File: src/rtl/uart_pkg.sv
// rtl/uart_pkg.sv - shared FSM state type and default sizing for the UART transmit arbiter
package uart_pkg;

    typedef enum logic [1:0] {
        IDLE    = 2'd0,
        ISSUE   = 2'd1,
        WAIT_HI = 2'd2,
        WAIT_LO = 2'd3
    } arb_state_t;

    localparam int DEF_N_REQ       = 3;
    localparam int DEF_GAP_TIMEOUT = 1024;

endpackage

File: src/rtl/rr_pick.sv
// rtl/rr_pick.sv - combinational round-robin pick: first set req bit at or after ptr, wrapping
module rr_pick
    import uart_pkg::*;
#(
    parameter int N_REQ = DEF_N_REQ,
    parameter int PTR_W = $clog2(DEF_N_REQ)
) (
    input  logic [N_REQ-1:0] req,
    input  logic [PTR_W-1:0] ptr,
    output logic [N_REQ-1:0] win
);

    int   idx;
    logic found;

    always_comb begin
        win   = '0;
        found = 1'b0;
        idx   = 0;
        for (int k = 0; k < N_REQ; k++) begin
            idx = (int'(ptr) + k) % N_REQ;
            if (!found && req[idx]) begin
                win[idx] = 1'b1;
                found     = 1'b1;
            end
        end
    end

endmodule

File: src/rtl/uart_tx_arb.sv
// rtl/uart_tx_arb.sv - packet-level round-robin arbiter feeding bytes from N requesters to one UART transmitter
module uart_tx_arb
    import uart_pkg::*;
#(
    parameter int N_REQ       = DEF_N_REQ,
    parameter int GAP_TIMEOUT = DEF_GAP_TIMEOUT
) (
    input  logic               clk,
    input  logic               rst,
    input  logic               en,
    input  logic [N_REQ-1:0]   req_valid,
    input  logic [8*N_REQ-1:0] req_data,
    input  logic [N_REQ-1:0]   req_last,
    output logic [N_REQ-1:0]   req_ready,
    output logic               tx_start,
    output logic [7:0]         tx_data,
    input  logic               tx_busy,
    output logic [N_REQ-1:0]   grant,
    output logic               gap_err
);

    localparam int PTR_W = (N_REQ > 1) ? $clog2(N_REQ) : 1;
    localparam int GAP_W = (GAP_TIMEOUT > 1) ? $clog2(GAP_TIMEOUT) : 1;
    localparam logic [GAP_W-1:0] GAP_LIMIT = GAP_W'(GAP_TIMEOUT - 1);
    localparam logic [GAP_W-1:0] GAP_MAX   = '1;
    localparam logic [PTR_W-1:0] LAST_IDX  = PTR_W'(N_REQ - 1);

    arb_state_t       state, state_next;
    logic [N_REQ-1:0] grant_next;
    logic [PTR_W-1:0] ptr, ptr_next;
    logic [PTR_W-1:0] owner, owner_next, owner_inc;
    logic [GAP_W-1:0] gap_cnt, gap_cnt_next;
    logic             last_q, last_next;
    logic             gap_err_next;

    logic [N_REQ-1:0] win;
    logic [PTR_W-1:0] win_idx;
    logic             owner_valid;
    logic             owner_last;
    logic [7:0]       owner_data;
    logic             handshake;

    rr_pick #(
        .N_REQ (N_REQ),
        .PTR_W (PTR_W)
    ) u_rr_pick (
        .req (req_valid),
        .ptr (ptr),
        .win (win)
    );

    always_comb begin
        win_idx = '0;
        for (int i = 0; i < N_REQ; i++) begin
            if (win[i]) win_idx = PTR_W'(i);
        end
    end

    always_comb begin
        owner_valid = 1'b0;
        owner_last  = 1'b0;
        owner_data  = '0;
        for (int i = 0; i < N_REQ; i++) begin
            if (owner == PTR_W'(i)) begin
                owner_valid = req_valid[i];
                owner_last  = req_last[i];
                owner_data  = req_data[8*i +: 8];
            end
        end
    end

    assign owner_inc = (owner == LAST_IDX) ? '0 : owner + 1'b1;

    // The byte is offered only when the transmitter is free; reset masks the strobe outright.
    assign handshake = (state == ISSUE) && !tx_busy && owner_valid && !rst;
    assign tx_start  = handshake;
    assign tx_data   = handshake ? owner_data : 8'h00;
    assign req_ready = handshake ? grant : '0;

    always_comb begin
        state_next   = state;
        grant_next   = grant;
        ptr_next     = ptr;
        owner_next   = owner;
        gap_cnt_next = gap_cnt;
        last_next    = last_q;
        gap_err_next = 1'b0;
        case (state)
            IDLE: begin
                gap_cnt_next = '0;
                if (en && |req_valid) begin
                    grant_next = win;
                    owner_next = win_idx;
                    state_next = ISSUE;
                end
            end
            ISSUE: begin
                if (handshake) begin
                    last_next    = owner_last;
                    gap_cnt_next = '0;
                    state_next   = WAIT_HI;
                end else if (!owner_valid) begin
                    if (gap_cnt >= GAP_LIMIT) begin
                        grant_next   = '0;
                        gap_err_next = 1'b1;
                        ptr_next     = owner_inc;
                        gap_cnt_next = '0;
                        last_next    = 1'b0;
                        state_next   = IDLE;
                    end else if (gap_cnt != GAP_MAX) begin
                        gap_cnt_next = gap_cnt + 1'b1;
                    end
                end
            end
            WAIT_HI: begin
                if (tx_busy) state_next = WAIT_LO;
            end
            WAIT_LO: begin
                if (!tx_busy) begin
                    if (last_q) begin
                        grant_next = '0;
                        ptr_next   = owner_inc;
                        last_next  = 1'b0;
                        state_next = IDLE;
                    end else begin
                        state_next = ISSUE;
                    end
                end
            end
            default: state_next = IDLE;
        endcase
    end

    always_ff @(posedge clk) begin
        if (rst) begin
            state   <= IDLE;
            grant   <= '0;
            ptr     <= '0;
            owner   <= '0;
            gap_cnt <= '0;
            last_q  <= 1'b0;
            gap_err <= 1'b0;
        end else begin
            state   <= state_next;
            grant   <= grant_next;
            ptr     <= ptr_next;
            owner   <= owner_next;
            gap_cnt <= gap_cnt_next;
            last_q  <= last_next;
            gap_err <= gap_err_next;
        end
    end

endmodule

File: config.mk
export PLATFORM = sky130hd
export DESIGN_NAME = uart_tx_arb
export DESIGN_NICKNAME = d
export VERILOG_FILES = /design/src/rtl/uart_pkg.sv /design/src/rtl/rr_pick.sv /design/src/rtl/uart_tx_arb.sv
export SDC_FILE = /design/constraint.sdc
export NUM_CORES = 1
export LEC_CHECK = 0
export ABC_AREA = 1
export CAP_MARGIN = 20
export CORE_MARGIN = 1
export CORE_UTILIZATION = 48
export DETAILED_ROUTE_END_ITERATION = 7
export GPL_TIMING_DRIVEN = 1
export MAX_ROUTING_LAYER = met4
export PLACE_DENSITY = 0.81
export SETUP_SLACK_MARGIN = 0.1
export SYNTH_ARGS = -nofsm -noshare
export SYNTH_HDL_FRONTEND = slang
export SYNTH_SLANG_ARGS = --single-unit
File: constraint.sdc
create_clock -name clk -period 2.3 [get_ports clk]
set_clock_uncertainty 0.15 [all_clocks]
set_input_delay 0.46 -clock clk [delete_from_list [all_inputs] [get_ports clk]]
set_output_delay 0.46 -clock clk [all_outputs]
set_load 0.03 [all_outputs]
Word level (Yosys, flattened, before mapping)
Cells that the tools add are included.

Register bits: 21. Input port bits: 34. Output and inout bits: 16. Logic and storage cells: 132.

$add $sub $neg: 4. Divide/modulo/power cells: 3. $lt $le $gt $ge: 7. Equality and inequality tests: 16. Mux-type cells: 66. Bitwise logic cells: 3. Reduce and logical (&&, ||, !) cells: 26.

Operators with widths (count): 32-bit by 1-bit >= comparator with 1-bit output, second input constant (3); 32-bit by 4-bit less-than comparator with 1-bit output, second input constant (3); 32-bit by 3-bit remainder unit with 32-bit output, second input constant (2); 10-bit two-way mux (4); 3-bit by 3-bit remainder unit with 32-bit output, second input constant (1); 8-bit two-way mux (4); 3-bit two-way mux (10); 2-bit two-way mux (13); 1-bit two-way mux (24); 10-bit case mux with 2 select lines (1); 2-bit inequality test, second input constant (6); 10-bit by 1-bit adder with 10-bit output, second input constant (1); 10-bit >= comparator, second input constant (1); 10-bit inequality test, second input constant (1); 1-bit logical AND (9); 3-bit case mux with 3 select lines (1); 2-bit case mux with 4 select lines (1); 7-bit AND reduction (1); 1-bit binary-select mux with 2-bit select (3); 1-bit demux with 2-bit select (3); 2-bit equality test, second input constant (3); 3-bit OR (2); 6-bit AND reduction (1); 5-bit AND reduction (1); other kinds (20) (26).

Logic depth before layout (Yosys ltp)
Word-level depth: 13. Gate-level depth with buffers: 12. Gate-level depth less buffers: 12.

By module
Synthesis repeated with hierarchy kept, for this count alone.

Cell total of the unflattened synthesis: 281. Area total of the unflattened synthesis: 1672.9 um^2.

By module, submodules not included: uart_tx_arb (times used 1, cells an instance 239, area each 1440.1 um^2, sequential area each 420.4 um^2); rr_pick (times used 1, cells an instance 42, area each 232.7 um^2, sequential area each 0.0 um^2).

Worst setup path after synthesis
Ideal clock, no wire load.

Path type: input-to-output. From: input port rst. To: output port tx_data[0]. Arrival time: 1.670 ns. Data required time: 1.690 ns. Path slack: 0.020 ns. Cell stages on the path: 5. Path buffers: 2. Path through: buf_4 > nor3_4 > nand3_2 > clkbuf_1 > a31oi_1.

Longest elaborated chain between the ends: 3.

Ends and longest elaborated chain: from (decl) (RTL line uart_tx_arb.sv:9) `input logic rst,`; 1-bit zero test (RTL line uart_tx_arb.sv:75) `assign handshake = (state == ISSUE) && !tx_busy && owner_valid && !rst;`; 1-bit logical AND (RTL line uart_tx_arb.sv:75); 8-bit two-way mux (RTL line uart_tx_arb.sv:77) `assign tx_data = handshake ? owner_data : 8'h00;`; to (decl) (RTL line uart_tx_arb.sv:16) `output logic [7:0] tx_data,`.

Every way passes these cells.

Worst setup path in the final report
From: input port tx_busy. To: output port tx_data[7].

Longest elaborated chain between the ends: 5.

Ends and longest elaborated chain: from (decl) (RTL line uart_tx_arb.sv:17) `input logic tx_busy,`; 1-bit zero test; 1-bit logical AND (3 in series) (RTL line uart_tx_arb.sv:75); 8-bit two-way mux (RTL line uart_tx_arb.sv:77).

Every way passes these cells.

==> results.toml <==
[yosys]
syn_inst = 287
ys.warnings.count = 0
synth_compound_area_share_pct = 7.88
ys_types = 29
syn_area_um2 = 1700
yosys.area_share.simple_pct = 52.8
synth_top_family_by_area = "simple AND/OR/NAND/NOR gates"
synthMuxAreaShare_pct = 0
ys_ff_latch = 21
synthXorXnorAreaFrac_pct = 0.515
avgSynthCellArea_um2 = 5.92
synthAdderAreaFrac_pct = 3.68
seq_area_frac_synth_pct = 24.7
syn_nets = 326

[pwr]
power.density_nw_per_um2 = 629
finalPower_mw = 1.55
leakagePower_nw = 1.11
max-vdd-ir-drop_v = 0.000411

[floorplanning]
ios = 50
fp.dieH_um = 61.5
die_w_um = 61.5
die_area_um2 = 3780
start_util_pct = 50.5
row_count = 21
core_region_area_um2 = 3360

[finish]
multi_input_area_um2 = 1160
fin_nets = 400
final_common_cell = "nand2_1"
syn2layout_area_growth_pct = 45.1
seqCellArea_um2 = 425
fillCellCount = 302
stdcell_area_um2 = 2470
final_util_pct = 73.3
num_antenna_cells = 0
final_cell_mix = "100 x nand2_1, 33 x inv_1, 32 x nor2_1, 32 x clkdlybuf4s50_1, 31 x buf_4"
drive_gt1_share_pct = 21.4

[sta]
post-route-period-util_pct = 93.5
report.final.slew_viol_count = 0
finalSetupViolations = 0
min_period_ns = 2.15
relSlewSlack_pct = 74.5
fmax_mhz = 465
final-hold-violation-count = 0
tightest_slew_ns = 0.380
rsz0062_at_grt = "yes"

[clocking]
clkTransAtPathRegs_ns = 0.12
cts_max_level = 1
cts_hold_buf = 0
clock_sinks = 21
root_buffer = "clkbuf_4"
numCtsBuffers = 3
worstSkewPairLatency_ns = 0.31
cts_buffer_depth = 2
cts_tree = "done"

[min_path]
hold_path.class = "reg -> reg"

[routing]
wl_um = 4720
wl_per_cell_um = 11.6
drc = 0
routed_via_density = 5.06
antenna_left = 0
vias = 2056
firstDrtPassIters = 4
drt-initial-drc-count = 87

[placement]
port_buffers = 49
dpl.hpwl_um = 3560
dpl_cell_area_um2 = 2320
gp_congestion = 0.834

[outcome]
status = "finished clean"

[worst_setup_path]
end_kind = "primary output"
start_kind = "input port"
arrival_ns = 1.54
r2r_setup_slack_ns = 0.30
path_max_fanout = 6
cp.required_ns = 1.69
critPathKind = "in -> out"

[global_routing]
grt_pass1_vias = 1737
grt_pass1_wl_um = 7340
antenna_found_initial = 0
gr-usage-all-layers_pct = 26.6
grt-ovfl-total = 0
grt_max_degree = 13

[job]
drv_cap = 0
==> routing by layer <==
metal / GRT usage [%] / vias to the layer above / share of wire (%)
met3: 4.83 / 4 / 4.1
li1: - / 1060 / -
met1: 33.0 / 938 / 46
met5: - / - / 0
met4: 4.44 / 0 / 0.72
met2: 45.5 / 54 / 50
==> sequential cells by signal, summed over array words and instances (netlist names), named ones only <==
register and count:
grant 3, last_q 1, gap_err 1, state 1
owner 2, gap_cnt 10, ptr 2
==> where the power goes <==
part | internal, mW | switching (mW)
Sequential | 0.413 | 0.0409
Clock | 0.0652 | 0.121
Combinational | 0.347 | 0.564
Total | 0.825 | 0.727
==> stage by stage <==
stage | hold slack, ns | setup slack [ns] | setup TNS (ns) | std cells
2_1_floorplan | 0.297 | 0.0199 | 0 | 287
3_3_place_gp | 0.317 | -0.105 | -0.943 | 395
3_5_place_dp | 0.321 | -0.138 | -1.17 | 395
4_1_cts | 0.343 | 0.0853 | 0 | 405
5_1_grt | 0.360 | 0.0923 | 0 | 406
6_report | 0.344 | 0.150 | 0 | 406
==> kinds of logic (layout without fill, tap and decap cells) <==
group | count (synthesis) | after routing
and+or+nand+nor | 193 | 194
buffers and inverters | 43 | 115
AOI/OAI and AO/OA | 24 | 24
DFF | 21 | 21
adders and majority gates | 5 | 5
xor gates and xnor gates | 1 | 1
==> cells in the mapped netlist <==
library cell	number	area, µm²
nor3_2	2	20.0
nand4_1	8	50.1
a31oi_1	8	50.1
nor2_1	33	124
clkbuf_2	1	5.00
buf_4	1	7.51
nand3_2	3	30.0
nand2_1	102	383
nor4_1	1	6.26
nand3_1	22	110
nor3_1	5	25.0
nor2_4	3	33.8
nand2_2	9	56.3
dfxtp_1	21	420
ha_1	5	62.6
nor3_4	1	16.3
nand3_4	1	17.5
clkbuf_1	1	3.75
nor2_2	2	12.5
inv_2	4	15.0
o21ai_1	1	5.00
xor2_1	1	8.76
a21oi_2	1	8.76
inv_4	1	6.26
buf_6	1	11.3
o21ai_0	6	30.0
inv_1	34	128
a21oi_1	8	40.0
nand4_2	1	12.5
==> critical path, stage by stage <==
cell and delay, ns:
clkdlybuf4s15_1 0.24, nor3_4 0.33, nand3_4 0.15, a31oi_1 0.17, buf_4 0.18
==> final cells by class <==
type,count,share of cell area (%)
tap,46,2.33
timing repair buffer,72,26.0
sequential,21,17.3
clock inverter,1,0.203
clock buffer,3,0.913
inverter,39,6.14
multi-input combinational,224,47.2
==> worst paths after layout <==
path	endpoint	startpoint	cells past startpoint
setup / recovery	tx_data[7]	tx_busy	5
hold / removal	gap_cnt[3]	gap_cnt[3]	2
setup reg to reg	owner[1]	ptr[0]	10
hold reg to reg	gap_cnt[3]	gap_cnt[3]	2
==> what timing repair did <==
| action | in CTS | in global routing |
|---|---|---|
| endpoints found under the setup margin | 12 | 9 |
| resized for setup | 18 | 8 |
| setup buffers | 5 | 0 |
| pin swaps | 4 | 1 |
| gates cloned | 1 | 1 |
Note: power is estimated with default switching activity, not from simulation.
